**src/rtl/plu_seq_pkg.sv**
```systemverilog
// Shared types and default parameters for the PLU operand-load sequencer.
package plu_seq_pkg;

  localparam int DEF_STAGES = 3;
  localparam int DEF_CNT_W  = 8;

  typedef enum logic [1:0] {
    IDLE  = 2'd0,
    ISSUE = 2'd1,
    DRAIN = 2'd2
  } state_t;

endpackage

```
**src/rtl/plu_tok_pipe.sv**
```systemverilog
// Valid/last token shift register; bit k of o_valid is the write enable for
// pipeline register k+1. i_hold freezes every position.
module plu_tok_pipe
  import plu_seq_pkg::*;
#(
  parameter int STAGES = DEF_STAGES
) (
  input  logic              i_clk,
  input  logic              i_rst,
  input  logic              i_hold,
  input  logic              i_in_valid,
  input  logic              i_in_last,
  output logic [STAGES-1:0] o_valid,
  output logic              o_last_tail
);

  logic [STAGES-1:0] r_valid;
  logic [STAGES-1:0] r_last;

  always_ff @(posedge i_clk) begin
    if (i_rst) begin
      r_valid <= '0;
      r_last  <= '0;
    end else if (!i_hold) begin
      r_valid[0] <= i_in_valid;
      r_last[0]  <= i_in_valid & i_in_last;
      for (int k = 1; k < STAGES; k++) begin
        r_valid[k] <= r_valid[k-1];
        r_last[k]  <= r_last[k-1];
      end
    end
  end

  assign o_valid     = r_valid;
  assign o_last_tail = r_valid[STAGES-1] & r_last[STAGES-1];

endmodule

```
**src/rtl/plu_seq_ctrl.sv**
```systemverilog
// PLU sequencer: issues N operand loads and walks each through STAGES write
// enables. Optional freeze input enabled by defining PLU_SEQ_STALL_EN.
module plu_seq_ctrl
  import plu_seq_pkg::*;
#(
  parameter int STAGES = DEF_STAGES,
  parameter int CNT_W  = DEF_CNT_W
) (
  input  logic              i_clk,
  input  logic              i_rst,
  input  logic              i_start,
  input  logic [CNT_W-1:0]  i_count,
  input  logic              i_stall,
  output logic              o_a_we,
  output logic              o_w_we,
  output logic [CNT_W-1:0]  o_issue_idx,
  output logic [STAGES-1:0] o_r_we,
  output logic              o_busy,
  output logic              o_done,
  output state_t            o_state
);

  // Handshake: i_start/i_count form a one-cycle request that is consumed
  // only in IDLE; o_done is a single-cycle pulse with no acknowledge.

  state_t             r_state;
  state_t             w_next_state;
  logic [CNT_W-1:0]   r_idx;
  logic [CNT_W-1:0]   r_n;
  logic               w_hold;
  logic               w_issue;
  logic               w_last;
  logic               w_fin;
  logic [STAGES-1:0]  w_valid;
  logic               w_last_tail;

`ifdef PLU_SEQ_STALL_EN
  assign w_hold = i_stall;
`else
  logic w_unused_stall;
  assign w_unused_stall = i_stall;
  assign w_hold         = 1'b0;
`endif

  assign w_last = (r_idx == r_n - CNT_W'(1));

  always_ff @(posedge i_clk) begin
    if (i_rst) begin
      r_state <= IDLE;
      r_idx   <= '0;
      r_n     <= '0;
    end else begin
      r_state <= w_next_state;
      if (!w_hold) begin
        if (r_state == IDLE && i_start) begin
          r_idx <= '0;
          r_n   <= i_count;
        end else if (r_state == ISSUE && !w_last) begin
          r_idx <= r_idx + CNT_W'(1);
        end
      end
    end
  end

  always_comb begin
    w_next_state = r_state;
    w_issue      = 1'b0;
    w_fin        = 1'b0;
    case (r_state)
      IDLE: begin
        if (i_start && !w_hold) w_next_state = (i_count == '0) ? DRAIN : ISSUE;
      end
      ISSUE: begin
        w_issue = !w_hold;
        if (!w_hold && w_last) w_next_state = DRAIN;
      end
      DRAIN: begin
        // A zero-length burst has no tokens, so it finishes on its first DRAIN cycle.
        w_fin = !w_hold && (w_last_tail || r_n == '0);
        if (w_fin) w_next_state = IDLE;
      end
      default: w_next_state = IDLE;
    endcase
  end

  plu_tok_pipe #(
    .STAGES(STAGES)
  ) u_tok_pipe (
    .i_clk       (i_clk),
    .i_rst       (i_rst),
    .i_hold      (w_hold),
    .i_in_valid  (w_issue),
    .i_in_last   (w_last),
    .o_valid     (w_valid),
    .o_last_tail (w_last_tail)
  );

  assign o_a_we      = w_issue;
  assign o_w_we      = w_issue;
  assign o_issue_idx = w_issue ? r_idx : '0;
  assign o_r_we      = w_hold ? '0 : w_valid;
  assign o_done      = w_fin;
  assign o_busy      = (r_state != IDLE);
  assign o_state     = r_state;

endmodule
```
**config.mk**
```make
export PLATFORM = sky130hd
export DESIGN_NAME = plu_seq_ctrl
export DESIGN_NICKNAME = d
export VERILOG_FILES = /design/src/rtl/plu_seq_pkg.sv /design/src/rtl/plu_tok_pipe.sv /design/src/rtl/plu_seq_ctrl.sv
export SDC_FILE = /design/constraint.sdc
export NUM_CORES = 1
export LEC_CHECK = 0
export ABC_AREA = 1
export CAP_MARGIN = 15
export CELL_PAD_IN_SITES_DETAIL_PLACEMENT = 1
export CELL_PAD_IN_SITES_GLOBAL_PLACEMENT = 1
export CORE_MARGIN = 2
export CORE_UTILIZATION = 31
export CTS_CLUSTER_DIAMETER = 100
export DETAILED_ROUTE_END_ITERATION = 10
export GPL_ROUTABILITY_DRIVEN = 0
export GPL_TIMING_DRIVEN = 1
export HOLD_SLACK_MARGIN = 0.06
export MAX_ROUTING_LAYER = met4
export PLACE_DENSITY_LB_ADDON = 0.1
export SKIP_LAST_GASP = 1
export SYNTH_ARGS = -nofsm -noshare
export SYNTH_HDL_FRONTEND = slang
export SYNTH_SLANG_ARGS = --single-unit
```
**constraint.sdc**
```tcl
create_clock -name i_clk -period 1.7 [get_ports i_clk]
set_input_delay 0.255 -clock i_clk [delete_from_list [all_inputs] [get_ports i_clk]]
set_output_delay 0.255 -clock i_clk [all_outputs]
set_load 0.1 [all_outputs]
```
# Word-level counts from Yosys, hierarchy flattened
# Cells that the tools add are included.
[classes] addsub=2 eq_ne=6 magnitude_cmp=0 shifts=0 bitwise_logic=2 mux=8 reduce_logical=10 n_div=0 mul=0
[op_table] cell="zero test 8 bit" n=2
[op_table] cell="adder 8 x 1 -> 8 bit, second input constant" n=1
[op_table] cell="equality test 8 bit" n=1
[op_table] cell="two-way mux 2 bit" n=4
[op_table] cell="two-way mux 8 bit" n=1
[op_table] cell="subtractor 8 x 1 -> 8 bit, second input constant" n=1
[op_table] cell="case mux 2 bit (3 select lines)" n=1
[op_table] cell="inequality test 2 bit, second input constant" n=2
[op_table] cell="AND reduction 3 bit" n=1
[op_table] cell="bitwise AND 1 bit" n=2
[op_table] cell="equality test 2 x 1 -> 1 bit, second input constant" n=1
[op_table] cell="equality test 2 bit, second input constant" n=1
[op_table] cell="logical AND 1 bit" n=2
[op_table] cell="zero test 2 bit" n=1
[op_table] cell="two-way mux 1 bit" n=2
[op_table] cell="inequality test 2 x 1 -> 1 bit, second input constant" n=1
[op_table] cell="nonzero test 2 bit" n=1
[op_table] cell="OR reduction 2 bit" n=1
[op_table] cell="zero test 1 bit" n=1
[op_table] cell="logical OR 1 bit" n=1
[word_totals] rom_bits=0 latch_bits=0 register_bits=24 out_inout_bits=17 inputBits=12 ram_bits=0 memories=0

# Longest topological paths before layout
# Gate-level depths: netlist (run 1).
[logic_depth] ltp_word=4 mapped_depth=14

# Modules after synthesis
# From an unflattened synthesis (run 1), not the netlist that was laid out.
[hier_totals] hier_cells=218 hier_area_um2=1450.1
[modules_own_cells] mod="plu_seq_ctrl" seq_area_each_um2=360.3 area_each_um2=1237.4 instances=1 cells_each=191
[modules_own_cells] mod="plu_tok_pipe" seq_area_each_um2=120.1 area_each_um2=212.7 instances=1 cells_each=27

# Worst setup path before layout (run 1)
# Ideal clock, no wire load.
[synth_path] path_type="reg2out" startpoint="register r_state[1] (netlist: o_state[1])" endpoint="output port o_done" path_buffers=0 slack_ns=-1.802 required_time_ns=1.445 arrival_ns=3.247 path_stages_with_launch=3 path_cell_list="dfxtp_1 -> inv_1 -> nor3_1"
[synth_between] elab_chain_cells=2
[synth_rtl] item="start, declared" line_no="plu_seq_ctrl.sv:26" rtl="state_t r_state;"
[synth_rtl] item="start signal, assigned" line_no="plu_seq_ctrl.sv:53" rtl="r_state <= w_next_state;"
[synth_rtl] item="equality test 2 bit" line_no="plu_seq_ctrl.sv:69" rtl="case (r_state)"
[synth_rtl] item="two-way mux 1 bit" line_no="plu_seq_ctrl.sv:69"
[synth_rtl] item="end, declared" line_no="plu_seq_ctrl.sv:19" rtl="output logic o_done,"
# Every way passes these cells.

# Final worst setup path (run 1)
[layout_path] startpoint="register r_n[1]" endpoint="output port o_done"
[layout_between] elab_chain_cells=3
[layout_rtl] item="start, declared" line_no="plu_seq_ctrl.sv:29" rtl="logic [CNT_W-1:0] r_n;"
[layout_rtl] item="start signal, assigned" line_no="plu_seq_ctrl.sv:57" rtl="r_n <= i_count;"
[layout_rtl] item="zero test 8 bit" line_no="plu_seq_ctrl.sv:79" rtl="w_fin = !w_hold && (w_last_tail || r_n == '0);"
[layout_rtl] item="logical OR 1 bit" line_no="plu_seq_ctrl.sv:79"
[layout_rtl] item="two-way mux 1 bit" line_no="plu_seq_ctrl.sv:69"
# Every way passes these cells.

==> metrics.cfg, run 1 <==
[synthesis]
netlist_instances = 222
synthTopCellsByArea = dfxtp_1 (34%), nand2_1 (14%), nor2_1 (12%)
yosys.cell_types.count = 23
synth-simple-area-share = 0.374
syn_nets = 237
synth_most_common_cell = nand2_1
synth_area_sq_um = 1400
synth_commonest_cells = nand2_1 (51), nor2_1 (44), inv_1 (33)
synth_xor_area_frac = 0.0500
synth_top_area_cell = dfxtp_1
synthDominantCellAreaShare = 0.343
ys.flop_type = dfxtp_1
avgSynthCellArea_sq_um = 6.31
synthAdderAreaFrac = 0.0268
ys_warn_count = 0
synth_edf_count = 0
synth_top_family_by_area = simple AND/OR/NAND/NOR gates
synthMuxAreaShare = 0
synth-compound-area-share = 0.101
synthArstFlopShare = 0
yosysSeqAreaShare = 0.343
synth-seq-cells = 24

[layout]
n_antenna_cell = 0
final_cell_count_no_fill = 320
num-fill-cells = 517
drive_gt1_frac = 0.362
design_area_sq_um = 2380
area_growth_pct = 70.1
nets = 284

[placed_design]
port_buffers = 27
hpwlAfterDp_um = 3440
place_area_sq_um = 2120
dp.cells = 311
pre_cts_ws_ns = -0.0565

[power]
swShare = 0.490
pwr-share-clk = 0.158
comb_power_share = 0.597
cell_internal_pwr_uw = 1650
p_per_area_nw_per_um2 = 1350
seqPwrFrac = 0.244
p_sw_uw = 1580
p_leak_uw = 0.000976
ir_drop_mv = 1.05

[cts]
clk_pin_slew_worst_paths_ns = 0.09
worstSkewPairLatency_ns = 0.27
hold_buffers = 0
root_buffer = clkbuf_8
cts_buffers = 3
htreeDepth = 1
cts_tree = yes
clk_path_buf_depth = 2
cts_sinks = 24

[sta]
clock.fmax_mhz = 567
fin_skew_ns = 0.00295
tightest_slew_ns = 0.287
fin_crit_ns = 1.76
finalSetupViolCount = 1
rsz0062_at_grt = yes
relSlewSlack = 0.807
finalWorstSetupSlack_ns = -0.0628
period_share = 1.04
hold_violations = 0
drv_slew = 0

[floorplan]
core_region_area_sq_um = 4350
rows = 24
initial_core_util = 0.322
die_area_sq_um = 5070
ios = 29
die_x_um = 71.2
dieHeight_um = 71.2

[setup_path]
required_ns = 1.44
worstPathMaxFanout = 2
cp-start-kind = flip-flop
critPathCaptureType = primary output
critPathKind = flip-flop to primary output
r2r_slack_ns = 0
cp.arrival_ns = 1.51

[routing]
routed_wl_um = 4430
route.detailed.drc = 0
num_vias = 1516
dr.pass1.iters = 4
drt-wirelength-per-cell_um = 13.8
first_iter_violations = 37
antenna_left = 0
routed_via_density = 4.74

[global_route]
antenna_found_initial = 0
grt.met1_usage = 0.234
grt_max_degree = 15
grt_pass1_wl_um = 7390
met3_usage = 0.0295
grt_overflow = 0
grt_busiest_layer = met2
grt_util_met2 = 0.325
grt_pass1_vias = 1583
track_usage = 0.189

[flow_run]
maxCapViolCount = 0

[run_status]
outcome = finished, violations left
violations = negative setup slack

[worst_hold_path]
min_path_type = flip-flop to flip-flop

cells by family after synthesis:
family,Yosys count
adders and majority gates,3
and+or+nand+nor,122
AOI/OAI and AO/OA,27
buffers and inverters,38
xor gates and xnor gates,8
DFF,24
cell usage in the layout (no fill, tap or decap), drive strengths merged:
master and count:
inv 32, clkinv 1, nor2 48, buf 35, nand3 18, xnor2 2
dfxtp 24, o21ai 11, o31ai 1, clkbuf 3, a21oi 15, ha 3
nand4 1, xor2 6, clkdlybuf4s50 10, clkinvlp 1, nor3 2, bufinv 1
nand2 54
critical path, stage by stage, from the launching register on:
cell and delay [ns]:
dfxtp_2 0.33, inv_2 0.09, buf_6 0.12, ha_4 0.12, nand2_2 0.05, nor2_4 0.12, a21oi_2 0.06, nor3_4 0.15
buf_12 0.20
state kept, by name (all words and copies together), names as in the netlist:
name / flops
u_tok_pipe.o_valid: 3
u_tok_pipe.r_last: 3
r_idx: 8
o_state: 2
r_n: 8
cell type report:
class / instances / area [sq um] / area share
tap: 52 / 65.1 / 0.0273
clock buffer: 3 / 41.3 / 0.0173
multi-input combinational: 161 / 1030 / 0.431
sequential: 24 / 495 / 0.208
inverter: 34 / 136 / 0.0572
clock inverter: 1 / 30.0 / 0.0126
timing repair buffer: 45 / 587 / 0.246
metal layers:
layer	up-vias	share of wire
met2	20	0.52
met1	707	0.44
li1	784	-
met5	-	0
met3	5	0.025
met4	0	0.0095
per-stage QoR:
step           setup TNS (ns)  power, uW  utilization  hold WS (ns)
2_1_floorplan          -0.722       1940            -         0.388
3_3_place_gp                0       2480        0.487         0.402
3_5_place_dp          -0.0869       2510        0.487         0.400
4_1_cts               -0.0939       3100        0.514         0.419
5_1_grt                 -1.15       3430        0.547         0.445
6_report              -0.0628       3230        0.547         0.415
final timing paths:
| kind | endpoint | cells past startpoint | startpoint |
|---|---|---|---|
| setup / recovery | o_done | 8 | r_n[1] |
| setup reg to reg | u_tok_pipe.r_last[0] | 13 | r_n[0] |
| hold reg to reg | u_tok_pipe.r_last[1] | 2 | u_tok_pipe.r_last[0] |
| hold / removal | u_tok_pipe.r_last[1] | 2 | u_tok_pipe.r_last[0] |
power groups by stage:
stage               clock network (uW)  registers, uW  logic (uW)
floorplan                            0            928        1010
global placement                     0            777        1700
detailed placement                   0            783        1730
CTS                                526            776        1800
global route                       554            804        2080
finish                             511            789        1930
timing repair:
action	4_1_cts	5_1_grt
hold endpoints to repair	0	0
gates cloned	0	1
pin swaps	2	14
resized for setup	9	31
buffers inserted	2	2
endpoints found under the setup margin	17	16
Power figures use the tool's default switching activity.
==> run 2, diff against run 1 <==
--- a/config.mk
+++ b/config.mk
@@ -11,7 +11,6 @@
 export CELL_PAD_IN_SITES_GLOBAL_PLACEMENT = 1
 export CORE_MARGIN = 2
 export CORE_UTILIZATION = 31
-export CTS_CLUSTER_DIAMETER = 100
 export DETAILED_ROUTE_END_ITERATION = 10
 export GPL_ROUTABILITY_DRIVEN = 0
 export GPL_TIMING_DRIVEN = 1
==> results of run 2 <==
Same layout as run 1: the final DEF is identical, and so are final timing and power.
